<file path="src/rtl/haar_pkg.sv">
// Shared widths, FSM encoding and lane packing for the Haar feature fetch path.
package haar_pkg;
  localparam int WORD_W    = 16;
  localparam int ROM_LANES = 4;
  localparam int LANE_W    = WORD_W * ROM_LANES;

  typedef enum logic [1:0] {
    ST_IDLE   = 2'd0,
    ST_ISSUE  = 2'd1,
    ST_WAIT   = 2'd2,
    ST_FINISH = 2'd3
  } fetch_state_e;

  function automatic logic [LANE_W-1:0] pack_lanes(
    input logic [WORD_W-1:0] q0,
    input logic [WORD_W-1:0] q1,
    input logic [WORD_W-1:0] q2,
    input logic [WORD_W-1:0] q3
  );
    return {q3, q2, q1, q0};
  endfunction
endpackage

</file>
<file path="src/rtl/haar_feature_assembler.sv">
// Collects returning lane words into one feature record and signals when the
// record can move into the output register.
module haar_feature_assembler
  import haar_pkg::*;
#(
  parameter int WPF          = 4,
  parameter int READ_LATENCY = 1
) (
  input  logic                  clk,
  input  logic                  reset_n,
  input  logic                  rden_i,
  input  logic [WORD_W-1:0]     q0_i,
  input  logic [WORD_W-1:0]     q1_i,
  input  logic [WORD_W-1:0]     q2_i,
  input  logic [WORD_W-1:0]     q3_i,
  input  logic                  out_valid_i,
  input  logic                  out_ready_i,
  output logic                  xfer_o,
  output logic                  empty_o,
  output logic [WPF*LANE_W-1:0] data_o
);
  localparam int SLOT_W = (WPF > 1) ? $clog2(WPF) : 1;

  logic [READ_LATENCY-1:0] vld_q, vld_d;
  logic [SLOT_W-1:0]       slot_q, slot_d;
  logic                    full_q, full_d;
  logic [WPF*LANE_W-1:0]   data_q, data_d;
  logic                    capture_s;

  assign capture_s = vld_q[READ_LATENCY-1];
  assign xfer_o    = full_q & (~out_valid_i | out_ready_i);
  // Empty only once no word is pending in the read pipeline or the slots.
  assign empty_o   = ~full_q & (slot_q == '0) & (vld_q == '0);
  assign data_o    = data_q;

  // Next state of the read-return pipeline, slot pointer and full flag.
  always_comb begin
    vld_d  = READ_LATENCY'({vld_q, rden_i});
    slot_d = slot_q;
    data_d = data_q;
    full_d = full_q & ~xfer_o;
    if (capture_s) begin
      data_d[slot_q*LANE_W +: LANE_W] = pack_lanes(q0_i, q1_i, q2_i, q3_i);
      if (slot_q == SLOT_W'(WPF-1)) begin
        slot_d = '0;
        full_d = 1'b1;
      end else begin
        slot_d = slot_q + SLOT_W'(1);
      end
    end else begin
      slot_d = slot_q;
    end
  end

  // Assembly state registers.
  always_ff @(posedge clk or negedge reset_n) begin
    if (!reset_n) begin
      vld_q  <= '0;
      slot_q <= '0;
      full_q <= 1'b0;
      data_q <= '0;
    end else begin
      vld_q  <= vld_d;
      slot_q <= slot_d;
      full_q <= full_d;
      data_q <= data_d;
    end
  end
endmodule

</file>
<file path="src/rtl/haar_feature_fetch.sv">
// Sequences reads from the four Haar lane ROMs and hands packed feature
// records downstream over valid/ready.
module haar_feature_fetch
  import haar_pkg::*;
#(
  parameter int ADDR_W            = 13,
  parameter int WORDS_PER_FEATURE = 4,
  parameter int READ_LATENCY      = 1,
  parameter int CNT_W             = 12
) (
  input  logic                                clk,
  input  logic                                reset_n,
  input  logic                                start,
  input  logic [ADDR_W-1:0]                   base_addr,
  input  logic [CNT_W-1:0]                    feature_count,
  output logic                                busy,
  output logic                                done,
  output logic [ADDR_W-1:0]                   rom_addr,
  output logic                                rom_rden,
  input  logic [WORD_W-1:0]                   q_0,
  input  logic [WORD_W-1:0]                   q_1,
  input  logic [WORD_W-1:0]                   q_2,
  input  logic [WORD_W-1:0]                   q_3,
  output logic                                feat_valid,
  input  logic                                feat_ready,
  output logic [WORDS_PER_FEATURE*LANE_W-1:0] feat_data,
  output logic [CNT_W-1:0]                    feat_index,
  output logic                                feat_last
);
  localparam int WSEL_W = (WORDS_PER_FEATURE > 1) ? $clog2(WORDS_PER_FEATURE) : 1;

  fetch_state_e                        state_q;
  logic                                busy_q, done_q, rden_q;
  logic [ADDR_W-1:0]                   addr_q;
  logic [CNT_W-1:0]                    count_q, issued_q, out_idx_q;
  logic [WSEL_W-1:0]                   word_q;
  logic                                feat_valid_q, feat_last_q;
  logic [WORDS_PER_FEATURE*LANE_W-1:0] feat_data_q, asm_data_s;
  logic [CNT_W-1:0]                    feat_index_q;
  logic                                xfer_s, asm_empty_s, last_accept_s, run_start_s;

  assign run_start_s   = (state_q == ST_IDLE) & ~busy_q & start;
  assign last_accept_s = feat_valid_q & feat_ready & feat_last_q;

  haar_feature_assembler #(
    .WPF          (WORDS_PER_FEATURE),
    .READ_LATENCY (READ_LATENCY)
  ) u_asm (
    .clk         (clk),
    .reset_n     (reset_n),
    .rden_i      (rden_q),
    .q0_i        (q_0),
    .q1_i        (q_1),
    .q2_i        (q_2),
    .q3_i        (q_3),
    .out_valid_i (feat_valid_q),
    .out_ready_i (feat_ready),
    .xfer_o      (xfer_s),
    .empty_o     (asm_empty_s),
    .data_o      (asm_data_s)
  );

  // Run sequencer: address generation, issue bursts and completion pulse.
  always_ff @(posedge clk or negedge reset_n) begin
    if (!reset_n) begin
      state_q  <= ST_IDLE;
      busy_q   <= 1'b0;
      done_q   <= 1'b0;
      rden_q   <= 1'b0;
      addr_q   <= '0;
      count_q  <= '0;
      issued_q <= '0;
      word_q   <= '0;
    end else begin
      case (state_q)
        ST_IDLE: begin
          done_q <= 1'b0;
          if (busy_q) begin
            busy_q <= 1'b0;
          end else if (run_start_s) begin
            busy_q   <= 1'b1;
            count_q  <= feature_count;
            issued_q <= '0;
            word_q   <= '0;
            if (feature_count == '0) begin
              state_q <= ST_FINISH;
            end else begin
              state_q <= ST_ISSUE;
              rden_q  <= 1'b1;
              addr_q  <= base_addr;
            end
          end
        end
        ST_ISSUE: begin
          if (word_q == WSEL_W'(WORDS_PER_FEATURE-1)) begin
            rden_q   <= 1'b0;
            issued_q <= issued_q + CNT_W'(1);
            state_q  <= ST_WAIT;
          end else begin
            addr_q <= addr_q + ADDR_W'(1);
            word_q <= word_q + WSEL_W'(1);
          end
        end
        ST_WAIT: begin
          if (asm_empty_s) begin
            if (issued_q != count_q) begin
              state_q <= ST_ISSUE;
              rden_q  <= 1'b1;
              addr_q  <= addr_q + ADDR_W'(1);
              word_q  <= '0;
            end else if (last_accept_s) begin
              state_q <= ST_FINISH;
            end
          end
        end
        ST_FINISH: begin
          done_q  <= 1'b1;
          state_q <= ST_IDLE;
        end
        default: begin
          state_q <= ST_IDLE;
          rden_q  <= 1'b0;
        end
      endcase
    end
  end

  // Output record register and per-run record index.
  always_ff @(posedge clk or negedge reset_n) begin
    if (!reset_n) begin
      feat_valid_q <= 1'b0;
      feat_data_q  <= '0;
      feat_index_q <= '0;
      feat_last_q  <= 1'b0;
      out_idx_q    <= '0;
    end else if (run_start_s) begin
      out_idx_q <= '0;
    end else if (xfer_s) begin
      feat_valid_q <= 1'b1;
      feat_data_q  <= asm_data_s;
      feat_index_q <= out_idx_q;
      feat_last_q  <= (out_idx_q == count_q - CNT_W'(1));
      out_idx_q    <= out_idx_q + CNT_W'(1);
    end else if (feat_ready) begin
      feat_valid_q <= 1'b0;
    end else begin
      feat_valid_q <= feat_valid_q;
    end
  end

  assign busy       = busy_q;
  assign done       = done_q;
  assign rom_addr   = addr_q;
  assign rom_rden   = rden_q;
  assign feat_valid = feat_valid_q;
  assign feat_data  = feat_data_q;
  assign feat_index = feat_index_q;
  assign feat_last  = feat_last_q;
endmodule

</file>
<file path="config.mk">
export PLATFORM = sky130hd
export DESIGN_NAME = haar_feature_fetch
export DESIGN_NICKNAME = d
export VERILOG_FILES = /design/src/rtl/haar_pkg.sv /design/src/rtl/haar_feature_assembler.sv /design/src/rtl/haar_feature_fetch.sv
export SDC_FILE = /design/constraint.sdc
export NUM_CORES = 1
export LEC_CHECK = 0
export ABC_AREA = 1
export CORE_MARGIN = 2
export CORE_UTILIZATION = 46
export CTS_BUF_LIST = sky130_fd_sc_hd__clkbuf_8
export CTS_CLUSTER_SIZE = 24
export DETAILED_ROUTE_END_ITERATION = 6
export GPL_TIMING_DRIVEN = 0
export MAX_ROUTING_LAYER = met4
export PLACE_DENSITY = 0.81
export SLEW_MARGIN = 30
export SYNTH_ARGS = -nofsm -noshare
export SYNTH_HDL_FRONTEND = slang
export SYNTH_SLANG_ARGS = --single-unit
</file>
<file path="constraint.sdc">
create_clock -name clk -period 2.97 [get_ports clk]
set_input_delay 0.594 -clock clk [delete_from_list [all_inputs] [get_ports clk]]
set_output_delay 0.594 -clock clk [all_outputs]
set_load 0.005 [all_outputs]
</file>
==> impl_metrics.yaml <==
sta:
  fin_crit_sh: 0.930
  final.setup.tns_ns: 0
  rsz0062_at_grt: "false"
  finalClockSkew_ns: 0.0380
  max_clock_freq_mhz: 362
  setup_violations: 0
  slew_headroom: 0.458
  slew_violations: 0
  worst_slew_pin_slew_ns: 0.812
  setup_ws_ns: 0.207
  fin_crit_ns: 2.76
  finalHoldViolations: 0
synth:
  synth_common_cells: "dfrtp_1, nand2_1, inv_1, o22ai_1, o21ai_1"
  synth_top_area_cell: "dfrtp_1"
  synthTopCellsByArea: "dfrtp_1, nand2_1, o22ai_1, inv_1, o21ai_1"
  syn-cell-area_um2: 23300
  synth-seq-cells: 586
  yosys_warnings: 0
  async_reset_ff_frac: 1.00
  yosysSeqAreaShare: 0.629
  synth_edf_count: 0
  syn_avg_cell_area_um2: 9.65
  synthCells: 2415
  synth_top_area_share: 0.629
  synth.most_common_cell: "dfrtp_1"
  synth-main-ff-cell: "dfrtp_1"
  synth.net_count: 2523
  synthDistinctLibCells: 38
power_and_ir_drop:
  switchingPower_uw: 11600
  power_density_nw_per_um2: 1060
  max-vdd-ir-drop_v: 0.000552
  combPwrFrac: 0.376
  p_int_uw: 20400
  clock_power_share: 0.223
  seqPwrFrac: 0.401
  swShare: 0.362
  leakage_uw: 0.0140
setup_path:
  critPathLaunch: "u_asm.slot_q[0]"
  critical_path_class: "flip-flop to flip-flop"
  rr_endpoint: "u_asm.data_o[60]"
  slowest_stage: "clkbuf_1"
  crit_path_end_kind: "flip-flop"
  start_kind: "flip-flop"
  reg2reg_slack_ns: 0.21
  worstReg2RegStart: "u_asm.slot_q[0]"
  path_cells: "clkbuf_2 -> inv_1 -> ha_1 -> nand2_1 -> inv_1 -> clkbuf_2 -> clkbuf_1 -> o22ai_1"
  critPathArrivalTime_ns: 3.28
  critPathMaxFanout: 10
  ff2ff_path_depth: 8
  crit_required_ns: 3.48
  slowest_delay_ns: 0.54
drt:
  ant_nets: 0
  num_vias: 19300
  totalWireLength_um: 71300
  wire_per_inst_um: 19.6
  vias_per_cell: 5.31
  drt_iter0_markers: 1662
  drc: 0
  dr.pass1.iters: 6
floorplan:
  fp-row-count: 82
  die_h_um: 229
  die_x_um: 229
  coreArea_um2: 50100
  ios: 379
  start_util: 0.465
  die-area_um2: 52500
place:
  port_buffers: 378
  placedCellCount: 3473
  placed_area_um2: 28100
  place_congestion: 0.926
  detailed_place_hpwl_um: 51400
  dp_slack_ns: -0.267
finish:
  nets: 3006
  stdcell_count: 3639
  design_area_um2: 30100
  syn_to_final_growth_pct: 29.2
  drive_above_1_share: 0.0789
flow_run:
  drv_cap: 0
clocking:
  clock_path_buffers: 3
  tritoncts: "built"
  cts_sinks: 586
  cts-buffers-inserted: 92
  ctsRootBufferMaster: "clkbuf_8"
  clk_pin_slew_ns: 0.06
  htreeDepth: 3
  clock_latency_ns: 0.70
worst_hold_path:
  hold_path.class: "input pin to async pin"
global_routing:
  track_usage: 0.282
  grt-ovfl-total: 0
  antenna_found_initial: 3
  grt_pass1_vias: 20000
  grt_max_degree: 93
  grt_pass1_wl_um: 112000
run_status:
  status: "finished, final reports clean"
-- metal layers --
metal,vias to the layer above,share of wire,track usage
met2,857,0.48,0.449
li1,8794,-,-
met4,0,0.039,0.122
met3,173,0.077,0.0614
met1,9512,0.40,0.348
met5,-,0,-
-- layout by cell type (no fill, tap or decap), types with 8 or more instances in the layout --
master	n
buf_2	26
ha_1	15
dfrtp_1	586
nor3_1	16
clkbuf_1	57
nand4_1	9
clkinv_2	12
xnor2_1	8
o21ai_0	122
inv_1	420
nand3_1	41
clkdlybuf4s50_1	377
o21ai_1	188
buf_6	30
a21oi_1	16
clkbuf_8	122
nand2_1	521
nor2_1	68
o22ai_1	259
-- layout make-up --
class | count | area (µm²)
inverters | 407 | 1530
flip-flops and latches | 586 | 14700
multi-input cells | 1297 | 6350
clock buffers | 122 | 1680
diodes | 2 | 5.00
plain buffers | 125 | 766
fillers | 4090 | 20000
repair buffers | 389 | 4020
clock inverters | 39 | 259
well taps | 672 | 841
-- flip-flops by register name (all words and copies together), names as in the netlist --
register,flops
feat_valid,1
u_asm.full_q,1
rom_rden,1
u_asm.slot_q,2
feat_last,1
word_q,2
issued_q,12
count_q,12
rom_addr,13
u_asm.data_o,256
busy,1
state_q,2
feat_data,256
done,1
out_idx_q,12
feat_index,12
u_asm.capture_s,1
-- power by group through the flow --
stage               logic, µW  clock network [µW]  registers (µW)
floorplan                6060                   0           12600
global placement        11400                   0           12900
detailed placement      11900                   0           12900
CTS                     12000                7250           12800
global route            13300                7620           13100
finish                  12000                7150           12800
-- worst max path at each step --
stage	endpoint	slack [ns]	cells after the start
after global routing	u_asm.data_o[116]	0.13	9
after detailed placement	u_asm.data_o[63]	-0.27	7
final	u_asm.data_o[60]	0.21	8
after floorplan	u_asm.data_o[162]	1.12	8
after CTS	u_asm.data_o[116]	0.24	9
after global placement	feat_data[31]	-22.91	1
-- worst max-delay path, delay by kind of cell (launching register included) --
kind | cells | cell delay, ns
buffers and inverters | 5 | 1.66
and+or+nand+nor | 1 | 0.09
AOI/OAI and AO/OA | 1 | 0.17
adders and majority gates | 1 | 0.25
DFF | 1 | 0.42
-- through the flow --
stage | hold slack [ns] | util | power, µW
after floorplan | 0.298 | - | 18600
after global placement | 0.457 | 0.558 | 24300
after detailed placement | 0.458 | 0.562 | 24800
after CTS | 0.359 | 0.601 | 32100
after global routing | 0.409 | 0.601 | 34000
final | 0.398 | 0.601 | 32000
-- what timing repair did --
action                                  CTS  global route
setup buffers                             2             0
gates resized for setup                   2             0
endpoints found under the hold margin    51             0
endpoints found under the setup margin  128             0
hold buffers                              1             0
-- cells by family (layout without fill, tap and decap cells) --
kind of cell             Yosys count  after routing  synth area share
AND/OR/NAND/NOR                  671            671             0.115
AO/OA/AOI/OAI                    597            597             0.144
flip-flops                       586            586             0.629
buffers and inverters            532           1082            0.0984
adder cells (fa/ha/maj)           15             15           0.00805
XOR/XNOR                          13             13           0.00489
multiplexers                       1              1          0.000430
other                              0              2                 0
Power figures use the tool's default switching activity.
